File: src/rtl/uart_param_core.sv
// Full-duplex UART core: baud tick, TX/RX FIFOs, serialiser and deserialiser.
// Frame format (parity, stop bits) is selectable at runtime and latched per frame.
module uart_param_core #(
  parameter int DATA_BITS  = 8,
  parameter int FIFO_DEPTH = 16,
  parameter int OVERSAMPLE = 16,
  parameter int DIV_WIDTH  = 11,
  localparam int LW = $clog2(FIFO_DEPTH) + 1
) (
  input  logic                 clk,
  input  logic                 reset,
  input  logic [DIV_WIDTH-1:0] baud_divisor,
  input  logic                 parity_en,
  input  logic                 parity_odd,
  input  logic                 two_stop,
  input  logic [DATA_BITS-1:0] tx_data,
  input  logic                 tx_wr,
  output logic                 tx_full,
  output logic [LW-1:0]        tx_level,
  output logic                 tx_busy,
  output logic                 tx,
  input  logic                 rx,
  input  logic                 rx_rd,
  output logic [DATA_BITS-1:0] rx_data,
  output logic                 rx_empty,
  output logic [LW-1:0]        rx_level,
  output logic                 parity_err,
  output logic                 frame_err,
  output logic                 overrun_err,
  input  logic                 err_clr
);

  localparam int AW  = $clog2(FIFO_DEPTH);
  localparam int OSW = $clog2(OVERSAMPLE);
  localparam int BW  = $clog2(DATA_BITS);

  localparam logic [OSW-1:0] OS_LAST = OSW'(OVERSAMPLE - 1);
  localparam logic [OSW-1:0] OS_HALF = OSW'(OVERSAMPLE / 2 - 1);
  localparam logic [BW-1:0]  DB_LAST = BW'(DATA_BITS - 1);
  localparam logic [LW-1:0]  LV_FULL = LW'(FIFO_DEPTH);

  typedef enum logic [2:0] {
    T_IDLE, T_START, T_DATA, T_PAR, T_STOP
  } tx_state_t;

  typedef enum logic [2:0] {
    R_IDLE, R_START, R_DATA, R_PAR, R_STOP, R_WAIT
  } rx_state_t;

  // ---------------- baud tick ----------------
  logic [DIV_WIDTH-1:0] baud_cnt;
  logic [DIV_WIDTH-1:0] div_q;
  logic                 tick;

  assign tick = (baud_cnt == div_q);

  // divisor is only picked up at the wrap so a period is never cut short
  always_ff @(posedge clk or posedge reset) begin
    if (reset) begin
      baud_cnt <= '0;
      div_q    <= '0;
    end else if (tick) begin
      baud_cnt <= '0;
      div_q    <= baud_divisor;
    end else begin
      baud_cnt <= baud_cnt + 1'b1;
    end
  end

  // ---------------- TX FIFO ----------------
  logic [DATA_BITS-1:0] txf_mem [FIFO_DEPTH];
  logic [AW-1:0]        txf_wp;
  logic [AW-1:0]        txf_rp;
  logic [LW-1:0]        txf_lvl;
  logic                 txf_empty;
  logic                 txf_push;
  logic                 txf_pop;
  logic                 tx_pop;
  logic [DATA_BITS-1:0] txf_head;

  assign txf_empty = (txf_lvl == '0);
  assign tx_full   = (txf_lvl == LV_FULL);
  assign tx_level  = txf_lvl;
  assign txf_head  = txf_mem[txf_rp];
  assign txf_pop   = tx_pop && !txf_empty;
  assign txf_push  = tx_wr && (!tx_full || txf_pop);

  always_ff @(posedge clk) begin
    if (txf_push)
      txf_mem[txf_wp] <= tx_data;
  end

  always_ff @(posedge clk or posedge reset) begin
    if (reset) begin
      txf_wp  <= '0;
      txf_rp  <= '0;
      txf_lvl <= '0;
    end else begin
      if (txf_push)
        txf_wp <= txf_wp + 1'b1;
      if (txf_pop)
        txf_rp <= txf_rp + 1'b1;
      if (txf_push && !txf_pop)
        txf_lvl <= txf_lvl + 1'b1;
      else if (!txf_push && txf_pop)
        txf_lvl <= txf_lvl - 1'b1;
    end
  end

  // ---------------- TX serialiser ----------------
  tx_state_t            tx_st, tx_st_d;
  logic [DATA_BITS-1:0] tx_sh, tx_sh_d;
  logic [OSW-1:0]       tx_tc, tx_tc_d;
  logic [BW-1:0]        tx_bit, tx_bit_d;
  logic                 tx_par, tx_par_d;
  logic                 tx_pe, tx_pe_d;
  logic                 tx_two, tx_two_d;
  logic                 tx_s2, tx_s2_d;
  logic                 tx_end;

  assign tx_end = tick && (tx_tc == OS_LAST);

  always_comb begin
    tx_st_d  = tx_st;
    tx_sh_d  = tx_sh;
    tx_tc_d  = tx_tc;
    tx_bit_d = tx_bit;
    tx_par_d = tx_par;
    tx_pe_d  = tx_pe;
    tx_two_d = tx_two;
    tx_s2_d  = tx_s2;
    tx_pop   = 1'b0;
    if (tick && tx_st != T_IDLE)
      tx_tc_d = tx_end ? '0 : tx_tc + 1'b1;
    unique case (tx_st)
      T_IDLE: begin
        if (tick && !txf_empty) begin
          tx_pop   = 1'b1;
          tx_sh_d  = txf_head;
          tx_par_d = ^txf_head ^ parity_odd;
          tx_pe_d  = parity_en;
          tx_two_d = two_stop;
          tx_tc_d  = '0;
          tx_st_d  = T_START;
        end
      end
      T_START: begin
        if (tx_end) begin
          tx_bit_d = '0;
          tx_st_d  = T_DATA;
        end
      end
      T_DATA: begin
        if (tx_end) begin
          tx_sh_d = tx_sh >> 1;
          tx_s2_d = 1'b0;
          if (tx_bit == DB_LAST)
            tx_st_d = tx_pe ? T_PAR : T_STOP;
          else
            tx_bit_d = tx_bit + 1'b1;
        end
      end
      T_PAR: begin
        if (tx_end)
          tx_st_d = T_STOP;
      end
      T_STOP: begin
        if (tx_end) begin
          if (tx_two && !tx_s2)
            tx_s2_d = 1'b1;
          else
            tx_st_d = T_IDLE;
        end
      end
      default: tx_st_d = T_IDLE;
    endcase
  end

  always_ff @(posedge clk or posedge reset) begin
    if (reset) begin
      tx_st  <= T_IDLE;
      tx_sh  <= '0;
      tx_tc  <= '0;
      tx_bit <= '0;
      tx_par <= 1'b0;
      tx_pe  <= 1'b0;
      tx_two <= 1'b0;
      tx_s2  <= 1'b0;
    end else begin
      tx_st  <= tx_st_d;
      tx_sh  <= tx_sh_d;
      tx_tc  <= tx_tc_d;
      tx_bit <= tx_bit_d;
      tx_par <= tx_par_d;
      tx_pe  <= tx_pe_d;
      tx_two <= tx_two_d;
      tx_s2  <= tx_s2_d;
    end
  end

  always_comb begin
    tx = 1'b1;
    unique case (tx_st)
      T_START: tx = 1'b0;
      T_DATA:  tx = tx_sh[0];
      T_PAR:   tx = tx_par;
      default: tx = 1'b1;
    endcase
  end

  assign tx_busy = (tx_st != T_IDLE);

  // ---------------- RX synchroniser ----------------
  logic rx_m;
  logic rx_s;

  always_ff @(posedge clk or posedge reset) begin
    if (reset) begin
      rx_m <= 1'b1;
      rx_s <= 1'b1;
    end else begin
      rx_m <= rx;
      rx_s <= rx_m;
    end
  end

  // ---------------- RX deserialiser ----------------
  rx_state_t            rx_st, rx_st_d;
  logic [DATA_BITS-1:0] rx_sh, rx_sh_d;
  logic [OSW-1:0]       rx_tc, rx_tc_d;
  logic [BW-1:0]        rx_bit, rx_bit_d;
  logic                 rx_pe, rx_pe_d;
  logic                 rx_odd, rx_odd_d;
  logic                 rx_pbad, rx_pbad_d;
  logic                 rx_done;
  logic                 rx_sbad;
  logic                 rx_half;
  logic                 rx_samp;

  assign rx_half = tick && (rx_tc == OS_HALF);
  assign rx_samp = tick && (rx_tc == OS_LAST);

  always_comb begin
    rx_st_d   = rx_st;
    rx_sh_d   = rx_sh;
    rx_tc_d   = rx_tc;
    rx_bit_d  = rx_bit;
    rx_pe_d   = rx_pe;
    rx_odd_d  = rx_odd;
    rx_pbad_d = rx_pbad;
    rx_done   = 1'b0;
    rx_sbad   = 1'b0;
    if (tick && rx_st != R_IDLE && rx_st != R_WAIT)
      rx_tc_d = rx_tc + 1'b1;
    unique case (rx_st)
      R_IDLE: begin
        if (tick && !rx_s) begin
          rx_tc_d   = '0;
          rx_pe_d   = parity_en;
          rx_odd_d  = parity_odd;
          rx_pbad_d = 1'b0;
          rx_st_d   = R_START;
        end
      end
      R_START: begin
        if (rx_half) begin
          rx_tc_d  = '0;
          rx_bit_d = '0;
          rx_st_d  = rx_s ? R_IDLE : R_DATA;
        end
      end
      R_DATA: begin
        if (rx_samp) begin
          rx_tc_d = '0;
          rx_sh_d = {rx_s, rx_sh[DATA_BITS-1:1]};
          if (rx_bit == DB_LAST)
            rx_st_d = rx_pe ? R_PAR : R_STOP;
          else
            rx_bit_d = rx_bit + 1'b1;
        end
      end
      R_PAR: begin
        if (rx_samp) begin
          rx_tc_d   = '0;
          rx_pbad_d = rx_s != (^rx_sh ^ rx_odd);
          rx_st_d   = R_STOP;
        end
      end
      R_STOP: begin
        if (rx_samp) begin
          rx_done = 1'b1;
          rx_sbad = !rx_s;
          rx_st_d = rx_s ? R_IDLE : R_WAIT;
        end
      end
      R_WAIT: begin
        if (rx_s)
          rx_st_d = R_IDLE;
      end
      default: rx_st_d = R_IDLE;
    endcase
  end

  always_ff @(posedge clk or posedge reset) begin
    if (reset) begin
      rx_st   <= R_IDLE;
      rx_sh   <= '0;
      rx_tc   <= '0;
      rx_bit  <= '0;
      rx_pe   <= 1'b0;
      rx_odd  <= 1'b0;
      rx_pbad <= 1'b0;
    end else begin
      rx_st   <= rx_st_d;
      rx_sh   <= rx_sh_d;
      rx_tc   <= rx_tc_d;
      rx_bit  <= rx_bit_d;
      rx_pe   <= rx_pe_d;
      rx_odd  <= rx_odd_d;
      rx_pbad <= rx_pbad_d;
    end
  end

  // ---------------- RX FIFO ----------------
  logic [DATA_BITS-1:0] rxf_mem [FIFO_DEPTH];
  logic [AW-1:0]        rxf_wp;
  logic [AW-1:0]        rxf_rp;
  logic [LW-1:0]        rxf_lvl;
  logic                 rxf_full;
  logic                 rxf_push;
  logic                 rxf_pop;

  assign rx_empty = (rxf_lvl == '0);
  assign rxf_full = (rxf_lvl == LV_FULL);
  assign rx_level = rxf_lvl;
  assign rxf_pop  = rx_rd && !rx_empty;
  assign rxf_push = rx_done && (!rxf_full || rxf_pop);
  assign rx_data  = rx_empty ? '0 : rxf_mem[rxf_rp];

  always_ff @(posedge clk) begin
    if (rxf_push)
      rxf_mem[rxf_wp] <= rx_sh;
  end

  always_ff @(posedge clk or posedge reset) begin
    if (reset) begin
      rxf_wp  <= '0;
      rxf_rp  <= '0;
      rxf_lvl <= '0;
    end else begin
      if (rxf_push)
        rxf_wp <= rxf_wp + 1'b1;
      if (rxf_pop)
        rxf_rp <= rxf_rp + 1'b1;
      if (rxf_push && !rxf_pop)
        rxf_lvl <= rxf_lvl + 1'b1;
      else if (!rxf_push && rxf_pop)
        rxf_lvl <= rxf_lvl - 1'b1;
    end
  end

  // ---------------- sticky errors ----------------
  logic par_set;
  logic frm_set;
  logic ovr_set;

  assign par_set = rx_done && rx_pbad;
  assign frm_set = rx_done && rx_sbad;
  assign ovr_set = rx_done && rxf_full && !rxf_pop;

  // a new event in the same cycle as err_clr keeps the flag set
  always_ff @(posedge clk or posedge reset) begin
    if (reset) begin
      parity_err  <= 1'b0;
      frame_err   <= 1'b0;
      overrun_err <= 1'b0;
    end else begin
      parity_err  <= par_set || (parity_err && !err_clr);
      frame_err   <= frm_set || (frame_err && !err_clr);
      overrun_err <= ovr_set || (overrun_err && !err_clr);
    end
  end

endmodule

File: config.mk
export PLATFORM = sky130hd
export DESIGN_NAME = uart_param_core
export DESIGN_NICKNAME = d
export VERILOG_FILES = /design/src/rtl/uart_param_core.sv
export SDC_FILE = /design/constraint.sdc
export NUM_CORES = 1
export LEC_CHECK = 0
export CORE_UTILIZATION = 35
export CTS_BUF_LIST = sky130_fd_sc_hd__clkbuf_4
export DETAILED_ROUTE_END_ITERATION = 6
export PLACE_DENSITY_LB_ADDON = 0.12
export SLEW_MARGIN = 20
export SYNTH_ARGS = -nofsm -noshare
export SYNTH_HDL_FRONTEND = slang
export SYNTH_SLANG_ARGS = --single-unit
File: constraint.sdc
create_clock -name clk -period 4.35 [get_ports clk]
set_input_delay 0.6525 -clock clk [delete_from_list [all_inputs] [get_ports clk]]
set_output_delay 0.6525 -clock clk [all_outputs]
set_load 0.05 [all_outputs]
==> results.md, run 1 <==
- Result of the run: complete, no violations
- Antenna violations before repair: 2
- Placed Instances: roughly 1.5k
- Clock group share of total power: 0.364
- Crit path cell chain: buf_12 -> mux4_2 -> mux4_2 -> nor2b_1 -> clkdlybuf4s50_1
- Vias per cell: 4.862
- Post-detailed-route wirelength per cell: between 15 and 20 um
- Post-synthesis cell count: approximately 900
- Slew of the pin with the lowest slew margin: roughly 0.95 ns
- Leakage power of the design: between 6 and 7 nW
- Total power per unit cell area: 475.7 nW/um^2
- Clock transition at path regs: ~0.06 ns
- Die outline area: around 43,000 um^2
- Clock tree root buffer cell: sky130_fd_sc_hd__clkbuf_4
- Post-Syn Area: about 15,000 um^2
- Detailed Place HPWL: slightly below 20,000 um
- Critical path's slowest cell: sky130_fd_sc_hd__clkdlybuf4s50_1
- Residual antenna-violating net count after detailed routing: 0
- Reported max-cap violation count: 0
- Sinks on the clock net: approximately 350
- CTS buffer count: 95
- CTS tree: yes
- Cell type with the largest total area after synthesis: sky130_fd_sc_hd__edfxtp_1
- Setup clock skew after layout: 0.04237 ns
- RSZ-0062 raised after global routing: false
- Maximum net fanout on the critical path: 26
- Post-route insts no fill: ~1.7k
- Switching share of power: 0.2741
- Number of primary I/O pins: between 50 and 60
- Number of H-tree levels: 3
- Total Neg Setup Slack: 0 ns
- Number of rows in the core area: 75
- Minimum setup slack after placement: approximately 0.56 ns
- Layout cells sized above 1: 0.2442
- Most frequent cell on the critical path: sky130_fd_sc_hd__mux4_2
- Maximum number of pins on one net before global-route repair: 52
- P&R area growth vs syn: 17.25%
- Max stage delay on crit path: 0.70 ns
- Total routed wirelength: between 30,000 and 40,000 um
- Critical Path RT: around 3.7 ns
- Vias in the first global route: approximately 8.6k
- Tightest slew margin relative to the limit: 0.3638
- Peak supply drop: about 0.00031 V
- Synthesized flop and latch total: 352
- Total internal power: around 0.0060 W
- Insertion delay of the later-clocked pin in the worst-skew pair: 0.78 ns
- Slack of the critical path: 0.2148 ns
- Wire length of the first global-routing pass: between 40,000 and 50,000 um
- Vias: between 8k and 9k
- PortBufs: between 50 and 60
- Core Region: approximately 42,000 um^2
- Die W: around 210 um
- Share of the synthesized area in the top cell type: 0.5183
- Critical path arrival: 3.48 ns
- Min-delay worst type: in2reg
- Fmax: 241.8 MHz
- Prevailing post-synth register cell: sky130_fd_sc_hd__edfxtp_1
- Leading cell types by total area after synthesis: sky130_fd_sc_hd__edfxtp_1, sky130_fd_sc_hd__dfrtp_1, sky130_fd_sc_hd__mux4_2
- Switching power summed over all nets: between 0.002 and 0.0025 W
- Finish-stage setup viols: 0
- Share of the yosys chip area belonging to registers: 0.6804
- Post-CTS Setup Bufs: 0
- Count of flip-flops with a built-in enable after synthesis: 256
- Final weighted congestion in routability-driven placement: between 0.7 and 0.8
- Detailed Routing Iterations Pass 1: 4
- CP Launch Type: flop
- Maximum clock path buffer count: 3
- Post-route DRC violation count: 0
- Final critical-path share of the clock period: 0.9506
- Initial drt markers: around 420
- Nets in the synthesized netlist: between 900 and 1k
- Sum of overflow across all layers after global routing: 0
- Number of nets in the layout: 1,114
- Type of destination of the critical path: output port
- Number of unique standard cell types used by synthesis: between 50 and 60
- Ys Warns: 0
- Vertical die dimension: about 210 um
- Combined global-route utilization of all metal layers: 0.1513
- Number of slew-limit violations in the final report: 0
- Effective utilization at floorplan: 0.3544
- Combinational cell fraction of total power: 0.153
- Sequential Power Share: 0.484
- Class of the most critical setup path: reg2out
- Share of flip-flops with an asynchronous set or reset after synthesis: 0.2727
- Number of hold-slack violations in the final timing report: 0
- Final min period: 4.135 ns
- Mean post-synth cell area: 16.19 um^2
[power by group through the flow]
stage          sequential (W)  clock [W]  combinational (W)
2_1_floorplan         0.00411          0           0.000807
5_1_grt               0.00404    0.00332            0.00138
6_report              0.00400    0.00301            0.00126
4_1_cts               0.00401    0.00313            0.00130
3_5_place_dp          0.00408          0            0.00129
3_3_place_gp          0.00408          0            0.00129
[kinds of logic after synthesis]
group / count (synthesis) / synth area share
simple gates: 239 / 0.07440
fa+ha+maj: 28 / 0.02463
xor+xnor: 61 / 0.03745
mux: 100 / 0.1327
buf+inv: 60 / 0.01864
compound gates: 76 / 0.03180
flops: 352 / 0.6804
[cell type report]
| class | count | area [um^2] |
|---|---|---|
| diodes | 2 | 5.005 |
| clock buffers | 148 | 1111 |
| clock inverters | 21 | 150.1 |
| fillers | 3892 | 24460 |
| inverters | 19 | 73.82 |
| multi-input cells | 504 | 4469 |
| flip-flops and latches | 352 | 10100 |
| well taps | 539 | 674.4 |
| repair buffers | 86 | 809.5 |
[sequential cells by signal, indices dropped and copies added, names as in the netlist, 3 cells and up]
register,flops
txf_rp,4
txf_wp,4
tx_level,5
rx_tc,4
baud_cnt,11
rxf_rp,4
rx_bit,3
tx_bit,3
rx_st,3
rxf_wp,4
rx_level,5
txf_mem,128
tx_tc,4
tx_sh,8
rx_sh,8
rxf_mem,128
div_q,11
tx_st,3
[metrics by stage]
step	area (um^2)	utilization	hold WS [ns]	power [W]
2_1_floorplan	14830	-	0.3452	0.004916
3_3_place_gp	16130	0.3853	0.3462	0.005366
3_5_place_dp	16130	0.3853	0.3520	0.005369
4_1_cts	17380	0.4154	0.2278	0.008438
5_1_grt	17390	0.4155	0.2251	0.008741
6_report	17390	0.4155	0.3241	0.008272
[final timing paths]
check	startpoint	to	slack, ns	depth (start not counted)
max reg2reg	baud_cnt[1]	rx_level[4]	0.64	13
min	rx	rx_m	0.32	1
max in group asynchronous	reset	rxf_rp[0]	3.22	3
min in group asynchronous	reset	div_q[4]	0.38	2
max	rxf_rp[0]	rx_data[6]	0.21	5
min reg2reg	rx_m	rx_s	0.36	0
[cells in the mapped netlist (all sizes together), types with 17 or more instances]
cell type	count
buf	17
clkbuf	24
dfrtp	94
edfxtp	256
ha	26
inv	18
mux4	75
nand2	91
nand3	20
nor2	60
o21ai	33
xnor2	33
xor2	27
[timing repair]
| item | 4_1_cts | 5_1_grt |
|---|---|---|
| resized for setup | 3 | 1 |
| hold buffers | 0 | 0 |
| endpoints found under the setup margin | 3 | 5 |
| cloned | 0 | 0 |
[worst max-delay path: cells and delay by family, from the launching register on]
| family | cells | cell delay [ns] |
|---|---|---|
| buf+inv | 2 | 0.97 |
| flops | 1 | 0.56 |
| mux | 2 | 1.04 |
| simple gates | 1 | 0.14 |
[layout by cell type (no fill, tap or decap), types with 14 or more instances in the layout]
cell	count
sky130_fd_sc_hd__clkinv_1	15
sky130_fd_sc_hd__edfxtp_1	256
sky130_fd_sc_hd__nand3_1	20
sky130_fd_sc_hd__o21ai_1	21
sky130_fd_sc_hd__a21oi_1	15
sky130_fd_sc_hd__inv_1	16
sky130_fd_sc_hd__mux4_2	72
sky130_fd_sc_hd__xnor2_1	32
sky130_fd_sc_hd__nor2b_1	14
sky130_fd_sc_hd__ha_1	26
sky130_fd_sc_hd__buf_4	31
sky130_fd_sc_hd__nand2_1	91
sky130_fd_sc_hd__clkdlybuf4s50_1	49
sky130_fd_sc_hd__xor2_1	27
sky130_fd_sc_hd__clkbuf_4	148
sky130_fd_sc_hd__nor2_1	60
sky130_fd_sc_hd__dfrtp_1	91
[metal layers]
layer | vias to the layer above | routed length (um) | share of wire | track usage
met5 | - | 0 | 0 | 0
met4 | 0 | 501 | 0.016 | 0.05543
met3 | 44 | 1233 | 0.039 | 0.03782
met2 | 147 | 15270 | 0.49 | 0.2440
met1 | 4103 | 14280 | 0.46 | 0.1979
li1 | 3831 | - | - | -
Note: power is estimated with default switching activity, not from simulation.
==> run 2, diff against run 1 <==
Settings changed: MAX_ROUTING_LAYER set to met4.
==> results.md, run 2 (synthesis gave the netlist of run 1 again) <==
- Area post-placement: around 16,000 um^2
- Top library cells by usage in the layout, fill and taps aside: sky130_fd_sc_hd__edfxtp_1, sky130_fd_sc_hd__clkbuf_4, sky130_fd_sc_hd__nand2_1, sky130_fd_sc_hd__dfrtp_1, sky130_fd_sc_hd__mux4_2
- Vias: slightly above 8k
- Insertion delay of the later-clocked pin in the worst-skew pair: a little under 0.8 ns
- Final hold slack: about 0.32 ns
- Maximum number of pins on one net before global-route repair: 52
- Layout cells sized above 1: 0.2442
- Launch point of the critical path: rxf_rp[0]
- Number of nets in the layout: around 1.1k
- Final weighted congestion in routability-driven placement: 0.7627
- Die W: slightly above 200 um
- Antenna violations before repair: 2
- Number of hold-slack violations in the final timing report: 0
- Peak supply drop: 0.0003145 V
- Critical Path RT: around 3.7 ns
- Slack of the critical path: around 0.21 ns
- Reported max-cap violation count: 0
- Total routed wirelength: around 31,000 um
- CP Launch Type: flop
- Vertical die dimension: between 200 and 250 um
- Result of the run: complete, no violations
- RSZ-0062 raised after global routing: false
- Core Region: approximately 42,000 um^2
- Finish-stage setup viols: 0
- Top flop regs: rxf_mem (128), txf_mem (128)
- Type of destination of the critical path: output port
- Number of cells traversed by the worst register-to-register path: 13
- Worst hold start: rx
- RR Startpoint: baud_cnt[1]
- Vias per cell: 4.866
- Leakage power of the design: between 6 and 7 nW
- Minimum setup slack after placement: ~0.56 ns
- Cell area after layout: 17,400 um^2
- Effective utilization at floorplan: 0.3544
- Most common cell after layout, fill and taps aside: sky130_fd_sc_hd__edfxtp_1
- Total Neg Setup Slack: 0 ns
- Fmax: around 240 MHz
- Tightest slew margin relative to the limit: 0.3646
- Detailed Routing Iterations Pass 1: 5
- Layout filler cell count: slightly below 4k
- Critical path arrival: between 3 and 4 ns
- Class of the most critical setup path: reg2out
- Final min period: roughly 4.1 ns
- Clock tree root buffer cell: sky130_fd_sc_hd__clkbuf_4
- Total power per unit cell area: approximately 480 nW/um^2
- Detailed Place HPWL: slightly below 20,000 um
- Number of primary I/O pins: 53
- Initial drt markers: 441
- Sinks on the clock net: around 350
- P&R area growth vs syn: 17.28%
- Maximum clock path buffer count: 3
- Number of H-tree levels: 3
- Maximum net fanout on the critical path: 26
- Vias in the first global route: roughly 8.6k
- Min-delay worst type: in2reg
- CTS buffer count: 95
- Residual antenna-violating net count after detailed routing: 0
- Sum of overflow across all layers after global routing: 0
- Critical R2R Capture: rx_level[4]
- CTS tree: yes
- Setup clock skew after layout: approximately 0.044 ns
- Worst reg-to-reg setup slack: about 0.63 ns
- Die outline area: 43,210 um^2
- Post-detailed-route wirelength per cell: 18.69 um
- Number of slew-limit violations in the final report: 0
- Worst Hold Endpoint: rx_m
- Clock transition at path regs: about 0.060 ns
- Combined global-route utilization of all metal layers: 0.1562
- Final critical-path share of the clock period: 0.9521
- Slew of the pin with the lowest slew margin: roughly 0.95 ns
- Cell depth of the worst hold path: 1
- Number of rows in the core area: 75
- Post-route DRC violation count: 0
- PortBufs: 52
- Wire length of the first global-routing pass: approximately 50,000 um
[run 2: changes by cell type in the layout (fill, tap and decap cells not counted)]
cell                      delta
sky130_fd_sc_hd__diode_2     +2
[run 2: power by group]
part / internal [W] / leakage (nW) / switching [W]
clock: 0.00166 / 0.744 / 0.00135
sequential: 0.00380 / 3.85 / 0.000199
combinational: 0.000545 / 2.00 / 0.000718
total: 0.00601 / 6.59 / 0.00227
[run 2: critical path: stages (launching register included)]
cell                              delay [ns]
sky130_fd_sc_hd__dfrtp_4                0.56
sky130_fd_sc_hd__buf_12                 0.27
sky130_fd_sc_hd__mux4_2                 0.57
sky130_fd_sc_hd__mux4_2                 0.47
sky130_fd_sc_hd__nor2b_1                0.14
sky130_fd_sc_hd__clkdlybuf4s50_1        0.69
[run 2: how the worst max path moves through the flow]
stage / cells after the start / slack (ns) / end
finish: 5 / 0.21 / rx_data[6]
global route: 5 / 0.002 / rx_data[5]
CTS: 5 / 0.005 / rx_data[0]
detailed placement: 13 / 0.56 / rx_level[4]
global placement: 13 / 0.62 / rx_level[4]
floorplan: 12 / 0.42 / rx_level[4]
[run 2: final cells by class]
class / count / area, um^2 / area share
sequential: 352 / 10100 / 0.5805
multi-input combinational: 504 / 4469 / 0.2569
clock buffer: 148 / 1111 / 0.06387
timing repair buffer: 86 / 809.5 / 0.04653
tap: 539 / 674.4 / 0.03877
clock inverter: 21 / 150.1 / 0.008631
inverter: 19 / 73.82 / 0.004243
antenna: 4 / 10.01 / 0.0005754
[run 2: timing repair]
item | in CTS | in global routing
hold buffers | 0 | 0
buffers inserted | 0 | 0
gates resized for setup | 3 | 1
gates cloned | 0 | 0
endpoints found under the setup margin | 3 | 5
[run 2: per-layer routing]
layer  routed length, um  share of wire  track usage
met5                   0              0            -
met4                 501          0.016      0.05517
met3                1178          0.038      0.03812
met2               15280           0.49       0.2435
met1               14310           0.46       0.1989
[run 2: through the flow]
| step | instances | util | power [W] |
|---|---|---|---|
| after floorplan | 916 | - | 0.004916 |
| after global placement | 1500 | 0.3853 | 0.005366 |
| after detailed placement | 1500 | 0.3853 | 0.005369 |
| after CTS | 1669 | 0.4154 | 0.008438 |
| after global routing | 1673 | 0.4157 | 0.008746 |
| final | 1673 | 0.4157 | 0.008273 |
